**src/rtl/renkon_ctrl_sched.sv**
```systemverilog
// Layer scheduler for one renkon core: walks output groups x input channels, issuing
// weight-load and image-read sweeps and handing core_state to the conv/accum controller.
module renkon_ctrl_sched #(
  parameter int LWIDTH  = 10,
  parameter int CWIDTH  = 10,
  parameter int IMGADDR = 12,
  parameter int WADDR   = 10
) (
  input  logic               clk,
  input  logic               xrst,
  input  logic               req,
  input  logic [CWIDTH-1:0]  total_in,
  input  logic [CWIDTH-1:0]  total_out,
  input  logic [LWIDTH-1:0]  img_size,
  input  logic [LWIDTH-1:0]  fil_size,
  input  logic               out_done,
  output logic               ack,
  output logic               cfg_err,
  output logic [1:0]         core_state,
  output logic               conv_start,
  output logic               img_valid,
  output logic [IMGADDR-1:0] img_addr,
  output logic               net_we,
  output logic [WADDR-1:0]   net_addr,
  output logic               first_input,
  output logic               last_input
);

  localparam logic [1:0] S_WAIT    = 2'd0;
  localparam logic [1:0] S_NETWORK = 2'd1;
  localparam logic [1:0] S_INPUT   = 2'd2;
  localparam logic [1:0] S_OUTPUT  = 2'd3;

  logic [CWIDTH-1:0]  tin, tout, in_ch, grp;
  logic [LWIDTH-1:0]  img, fil, row, col, lim;
  logic               lead;
  logic [WADDR-1:0]   nptr;
  logic [IMGADDR-1:0] iptr;
  logic               col_end, sweep_end, ch_last, grp_last, cfg_bad;

  // Kernel and image sweeps share one row/col walker; only the side length differs.
  always_comb begin
    lim       = (core_state == S_NETWORK) ? fil : img;
    col_end   = (col == lim - LWIDTH'(1));
    sweep_end = col_end && (row == lim - LWIDTH'(1));
    ch_last   = (in_ch == tin - CWIDTH'(1));
    grp_last  = (grp == tout - CWIDTH'(1));
    cfg_bad   = (total_in == '0) || (total_out == '0) || (fil_size == '0) ||
                (fil_size > img_size);
  end

  always_ff @(posedge clk) begin
    if (!xrst) begin
      core_state  <= S_WAIT;
      ack         <= 1'b0;
      cfg_err     <= 1'b0;
      conv_start  <= 1'b0;
      img_valid   <= 1'b0;
      img_addr    <= '0;
      net_we      <= 1'b0;
      net_addr    <= '0;
      first_input <= 1'b0;
      last_input  <= 1'b0;
      tin         <= '0;
      tout        <= '0;
      img         <= '0;
      fil         <= '0;
      in_ch       <= '0;
      grp         <= '0;
      row         <= '0;
      col         <= '0;
      lead        <= 1'b0;
      nptr        <= '0;
      iptr        <= '0;
    end else begin
      ack        <= 1'b0;
      cfg_err    <= 1'b0;
      conv_start <= 1'b0;
      net_we     <= 1'b0;
      img_valid  <= 1'b0;
      case (core_state)
        S_WAIT: begin
          if (req) begin
            tin  <= total_in;
            tout <= total_out;
            img  <= img_size;
            fil  <= fil_size;
            if (cfg_bad) begin
              ack     <= 1'b1;
              cfg_err <= 1'b1;
            end else begin
              core_state  <= S_NETWORK;
              conv_start  <= 1'b1;
              net_we      <= 1'b1;
              net_addr    <= '0;
              nptr        <= WADDR'(1);
              iptr        <= '0;
              in_ch       <= '0;
              grp         <= '0;
              row         <= '0;
              col         <= '0;
              first_input <= 1'b1;
              last_input  <= (total_in == CWIDTH'(1));
            end
          end
        end
        S_NETWORK: begin
          if (sweep_end) begin
            core_state <= S_INPUT;
            row        <= '0;
            col        <= '0;
            lead       <= 1'b1;
          end else begin
            if (col_end) begin
              col <= '0;
              row <= row + LWIDTH'(1);
            end else begin
              col <= col + LWIDTH'(1);
            end
            net_we   <= 1'b1;
            net_addr <= nptr;
            nptr     <= nptr + WADDR'(1);
          end
        end
        S_INPUT: begin
          // Lead cycle lets the consumer register core_state before pixels arrive.
          if (lead) begin
            lead      <= 1'b0;
            img_valid <= 1'b1;
            img_addr  <= iptr;
            iptr      <= iptr + IMGADDR'(1);
          end else if (sweep_end) begin
            row <= '0;
            col <= '0;
            if (!ch_last) begin
              core_state  <= S_NETWORK;
              in_ch       <= in_ch + CWIDTH'(1);
              first_input <= 1'b0;
              last_input  <= (in_ch + CWIDTH'(1) == tin - CWIDTH'(1));
              net_we      <= 1'b1;
              net_addr    <= nptr;
              nptr        <= nptr + WADDR'(1);
            end else begin
              core_state <= S_OUTPUT;
            end
          end else begin
            if (col_end) begin
              col <= '0;
              row <= row + LWIDTH'(1);
            end else begin
              col <= col + LWIDTH'(1);
            end
            img_valid <= 1'b1;
            img_addr  <= iptr;
            iptr      <= iptr + IMGADDR'(1);
          end
        end
        default: begin
          if (out_done) begin
            if (!grp_last) begin
              core_state  <= S_NETWORK;
              grp         <= grp + CWIDTH'(1);
              in_ch       <= '0;
              conv_start  <= 1'b1;
              net_we      <= 1'b1;
              net_addr    <= '0;
              nptr        <= WADDR'(1);
              iptr        <= '0;
              first_input <= 1'b1;
              last_input  <= (tin == CWIDTH'(1));
            end else begin
              core_state  <= S_WAIT;
              ack         <= 1'b1;
              first_input <= 1'b0;
              last_input  <= 1'b0;
            end
          end
        end
      endcase
    end
  end

endmodule
```
**config.mk**
```make
export PLATFORM = sky130hd
export DESIGN_NAME = renkon_ctrl_sched
export DESIGN_NICKNAME = d
export VERILOG_FILES = /design/src/rtl/renkon_ctrl_sched.sv
export SDC_FILE = /design/constraint.sdc
export NUM_CORES = 1
export LEC_CHECK = 0
export CAP_MARGIN = 20
export CORE_UTILIZATION = 53
export DETAILED_ROUTE_END_ITERATION = 8
export PLACE_DENSITY = 0.78
export SETUP_SLACK_MARGIN = 0.1
export SYNTH_ARGS = -nofsm -noshare
export SYNTH_HDL_FRONTEND = slang
export SYNTH_SLANG_ARGS = --single-unit
```
**constraint.sdc**
```tcl
create_clock -name clk -period 4.6 [get_ports clk]
set_input_delay 0.46 -clock clk [delete_from_list [all_inputs] [get_ports clk]]
set_output_delay 0.46 -clock clk [all_outputs]
set_load 0.03 [all_outputs]
```
Yosys cells after proc, flatten, opt, wreduce, memory -nomap -nowiden
Index checks and enable logic that the tools add are counted.

word-level totals
  register bits = 134
  input port bits = 44
  output and inout port bits = 31

operators by class
  $add $sub $neg = 9
  order comparisons = 1
  eq/ne operators = 21
  multiplexer cells = 85
  bitwise logic cells = 2
  reduce and logical (&&, ||, !) cells = 26

operators with widths
  operator               number
  $mux 10                28
  $pmux 10 s3            5
  $mux 12                8
  $add 10x1->10 const B  5
  $eq 10x10->1           5
  $pmux 12 s3            1
  $logic_not 10->1       3
  $sub 10x1->10 const B  3
  $mux 1                 28
  $eq 10x1->1 const B    2
  $pmux 10 s2            1
  $ne 2x2->1 const B     8
  $reduce_and 8->1       2
  $mux 2                 7
  $add 12x1->12 const B  1
  $reduce_and 6->1       2
  $gt 10x10->1           1
  $reduce_and 2->1       5
  $pmux 1 s3             3
  $reduce_and 7->1       1
  $pmux 1 s2             3
  $pmux 2 s3             1
  $reduce_bool 3->1      2
  $reduce_and 5->1       1
  other kinds (14)       18

Depth between registers and ports, before layout
  depth after elaboration = 8
  mapped depth = 18
  gate-level depth less buffers = 13

Worst setup path after synthesis
Ideal clock, no wire load.

  path type = flip-flop to flip-flop
  start = register core_state[0]
  end = register iptr[7]
  setup time = 0.121 ns
  data arrival time = 4.731 ns
  required time = 4.479 ns
  setup slack = -0.252 ns
  cell stages (with the launch flop) = 16
  cells stage by stage = dfxtp_1 ha_1 buf_2 buf_2 clkbuf_1 mux2i_1 ha_1 inv_1 o32ai_4 xnor3_1 or4_1 nand4bb_4 nor4b_2 nor3_2 nand4_1 mux2_2

on the way
  cells in the longest elaborated chain, start to end = 7
  elaborated cells between the ends (all ways) = 16

ends and longest elaborated chain
  element                            line    text
  from (decl)                        19      output logic [1:0] core_state,
  from (signal assigned)             54      core_state <= S_WAIT;
  from (signal assigned)             92      core_state <= S_NETWORK;
  from (signal assigned)             109     core_state <= S_INPUT;
  $eq 2x1->1                         43, 81
  $mux 10                            43      lim = (core_state == S_NETWORK) ? fil : img;
  $sub 10x1->10                      44, 45
  $eq 10x10->1 (on tied branches)    44, 45
  $logic_and 1x1->1                  45      sweep_end = col_end && (row == lim - LWIDTH'(1));
  $ne 3x3->1 (no source line)        --
  $reduce_and 6->1 (no source line)  --
  to (signal assigned)               131     iptr <= iptr + IMGADDR'(1);
  to (signal assigned)               155     iptr <= iptr + IMGADDR'(1);
  to (decl)                          38      logic [IMGADDR-1:0] iptr;

Parallel ways exist; a longest one is shown, timed or not.
A chain may end at the register's enable or synchronous reset.

Final worst setup path
  start = register core_state[1]
  end = register nptr[5]

on the way
  cells in the longest elaborated chain, start to end = 7
  elaborated cells between the ends (all ways) = 18

ends and longest elaborated chain
  element                            line    text
  $eq 2x1->1                         43, 81
  $mux 10                            43
  $sub 10x1->10                      44, 45
  $eq 10x10->1 (on tied branches)    44, 45
  $logic_and 1x1->1                  45
  $ne 2x2->1 (no source line)        --
  $reduce_and 8->1 (no source line)  --
  to (signal assigned)               122     nptr <= nptr + WADDR'(1);
  to (signal assigned)               142     nptr <= nptr + WADDR'(1);
  to (decl)                          37      logic [WADDR-1:0] nptr;

Parallel ways exist; a longest one is shown, timed or not.

==> key figures <==
Outcome
  • Outcome: finished, final reports clean

Yosys
  • Post-synthesis sequential element count: 134
  • Syn nets: 1057
  • Sequential share of the synthesized area: 0.3373
  • Ys async rst share: 0
  • Post-synthesis cell type count: 77
  • Yosys warns: 0
  • Synthesized area per cell: 8.042 um2
  • Top FF cell, synth: dfxtp_1
  • Mapped Cells: 989
  • Netlist Area Pre-Place: 7954 um2
  • Number of synthesized flops with an enable pin: 0

CTS
  • Root Buffer: clkbuf_16
  • Clk slew on worst S/H paths: 0.06 ns
  • CTS max path bufs: 2
  • Clock tree from TritonCTS: yes
  • H-tree depth: 4
  • Clock Latency Late Sink: 0.44 ns
  • CTS buffer count: 17
  • Clock sink count: 134

Timing
  • Setup TNS: 0 ns
  • Max_slew headroom: 0.3516
  • Slew @ Worst Pin: 0.9574 ns
  • Final worst path period need: 4.265 ns
  • FMAX: 234.5 MHz
  • Final period util: 0.9271
  • Hold Fails Final Rpt: 0
  • Setup WS post-layout: 0.3352 ns
  • RSZ-0062 raised after global routing: no
  • Clock skew: 0.01003 ns
  • Worst hold slack: 0.4532 ns
  • Setup-failing EPs final: 0
  • Final Max Slew Viols: 0

Global routing
  • GRT overflow: 0
  • Largest net degree at the start of global routing: 43
  • Global-route wire length before repair: 33320 um
  • Vias in the first global route: 6725
  • Initial antenna violation count: 0
  • GRT Total Usage: 0.2624

Layout
  • Commonest non-fill, non-tap cell in the layout: nand2_1
  • Synthesis-to-layout area growth: 20.10%
  • Layout net count: 1122
  • Post-Layout Cell Count: 1251
  • Layout cells sized above 1: 0.08247
  • Diode count: 0
  • Final Util: 0.6548
  • Most frequent cells in the layout: 146 x nand2_1, 132 x dfxtp_1, 89 x nor2_1

Drt
  • DRT iter0 DRCs: 763
  • WL/cell: 16.10 um
  • Antenna-violating nets left: 0
  • Vias: 7399
  • First-pass DRT Iterations: 5
  • Final WL: 20150 um
  • DR DRC count: 0
  • Vias per cell: 5.914

Worst setup path
  • Crit end category: register
  • Critical path type: register to register
  • FF-to-FF setup slack: 0.34 ns
  • Worst-case reg-to-reg path depth: 14
  • Worst EP required: 4.89 ns
  • R2r endpoint: nptr[5]
  • Startpoint types: register
  • Crit path DAT: 4.55 ns
  • Reg2reg start: core_state[1]
  • Crit path max fanout: 10

Place
  • Final HPWL DP: 14310 um
  • Placed cells: 1217
  • Placement-stage worst setup slack: 0.1747 ns
  • GPL Wtd Cong: 0.9169
  • PortBufs: 74

Floorplanning
  • Core Box Area: 14590 um2
  • Rows: 44
  • Die area: 15500 um2
  • Top-level port count: 75
  • Starting density of the core: 0.5452
  • Die Ht: 124.5 um
  • Die Wd: 124.5 um

Pwr
  • Cell Pwr Density: 523.8 nW/um2
  • Pleak: 3.456 nW
  • Worst vdd ir: 0.3711 mV

Hold path
  • Hold Path Class: register to register
  • Hold depth: 2
  • Worst hold start: net_addr[1]
  • Hold Path End: net_addr[1]

Run
  • Max Cap Viol: 0
-- Yosys cell counts (4+ instances only) --
library cell | count | area share
nand3_1 | 45 | 0.028
a31oi_1 | 8 | 0.0063
inv_1 | 33 | 0.016
nand3b_1 | 5 | 0.0047
nor3b_1 | 8 | 0.0076
dfxtp_1 | 134 | 0.34
nor3_1 | 29 | 0.018
or4_1 | 6 | 0.0057
clkbuf_1 | 39 | 0.018
nor2_1 | 89 | 0.042
a31o_2 | 6 | 0.0066
or3_1 | 6 | 0.0047
xor2_1 | 14 | 0.015
o31ai_1 | 9 | 0.0085
nand2_1 | 147 | 0.069
xnor3_1 | 4 | 0.011
o311ai_0 | 5 | 0.0055
ha_1 | 24 | 0.038
nand2b_1 | 10 | 0.0079
buf_2 | 5 | 0.0031
o211ai_1 | 11 | 0.010
nor4_1 | 18 | 0.014
and2_1 | 5 | 0.0039
nor4b_1 | 7 | 0.0077
o21ai_0 | 36 | 0.023
and3_1 | 12 | 0.0094
a2111oi_0 | 4 | 0.0044
a211oi_1 | 14 | 0.013
nor2b_1 | 10 | 0.0079
a21oi_1 | 66 | 0.042
or2_2 | 6 | 0.0047
nand4_1 | 12 | 0.0094
xnor2_1 | 63 | 0.069
mux2i_1 | 32 | 0.040
-- worst max-delay path by stage --
stage,startpoint,to,slack [ns],depth (start not counted)
after floorplan,core_state[1],in_ch[7],0.15,16
after global placement,core_state[1],in_ch[9],0.36,13
after detailed placement,core_state[1],in_ch[3],0.17,13
after CTS,core_state[1],in_ch[7],0.14,13
after global routing,core_state[1],nptr[5],0.17,14
final,core_state[1],nptr[5],0.34,14
-- report_power, final --
| part | leakage (nW) | total [W] | switching (W) | internal, W |
|---|---|---|---|---|
| logic | 2.07 | 0.00219 | 0.00131 | 0.000880 |
| clock network | 0.300 | 0.00142 | 0.000545 | 0.000874 |
| registers | 1.09 | 0.00139 | 0.000130 | 0.00126 |
-- stage by stage --
| step | power, W | instance area (um2) |
|---|---|---|
| after floorplan | 0.003044 | 7971 |
| after global placement | 0.003494 | 8882 |
| after detailed placement | 0.003530 | 8882 |
| after CTS | 0.004954 | 9497 |
| after global routing | 0.005283 | 9553 |
| final | 0.005004 | 9553 |
-- routing by layer --
layer | global-route usage | share of wire
met1 | 0.3518 | 0.45
met2 | 0.4205 | 0.47
met3 | 0.04381 | 0.060
met4 | 0.1006 | 0.024
met5 | 0 | 0
-- flip-flops by register name, indices dropped and copies added, names as in the netlist --
register     flops
ack              1
cfg_err          1
col             10
conv_start       1
core_state       2
fil             10
first_input      1
grp             10
img             10
img_addr        12
img_valid        1
in_ch           10
iptr            12
last_input       1
lead             1
net_addr        10
net_we           1
nptr            10
row             10
tin             10
tout            10
-- critical path, stage by stage (launching register included) --
cell and delay (ns):
dfxtp_2 0.36, inv_2 0.12, ha_4 0.18, mux2i_2 0.24, ha_1 0.22, inv_1 0.13
o32ai_4 0.32, xnor3_1 0.35, or4_1 0.60, nand4bb_4 0.32, o41ai_4 0.43, buf_4 0.19
nand2_4 0.10, o311ai_0 0.38, o21ai_0 0.16
-- timing repair --
item | 4_1_cts | 5_1_grt
setup endpoints to repair | 0 | 26
hold buffers | 0 | 0
resized for setup | 0 | 11
setup buffers | 0 | 2
-- kinds of logic (layout without fill, tap and decap cells) --
logic type                 after synthesis  after routing  share of synthesized area
and+or+nand+nor                        436            436                     0.2775
muxes                                   35             35                    0.04452
xor gates and xnor gates                82             82                    0.09910
buffers and inverters                   79            157                    0.03822
adders and majority gates               24             24                    0.03775
DFF                                    134            134                     0.3373
AOI/OAI and AO/OA                      199            199                     0.1656
-- cell type report --
cell class,instances,area (um2)
tap,184,230.2
multi-input combinational,776,5029
clock buffer,19,442.9
sequential,134,2685
timing repair buffer,92,870.8
fill,1218,5036
clock inverter,13,171.4
inverter,33,123.9
Power figures use the tool's default switching activity.
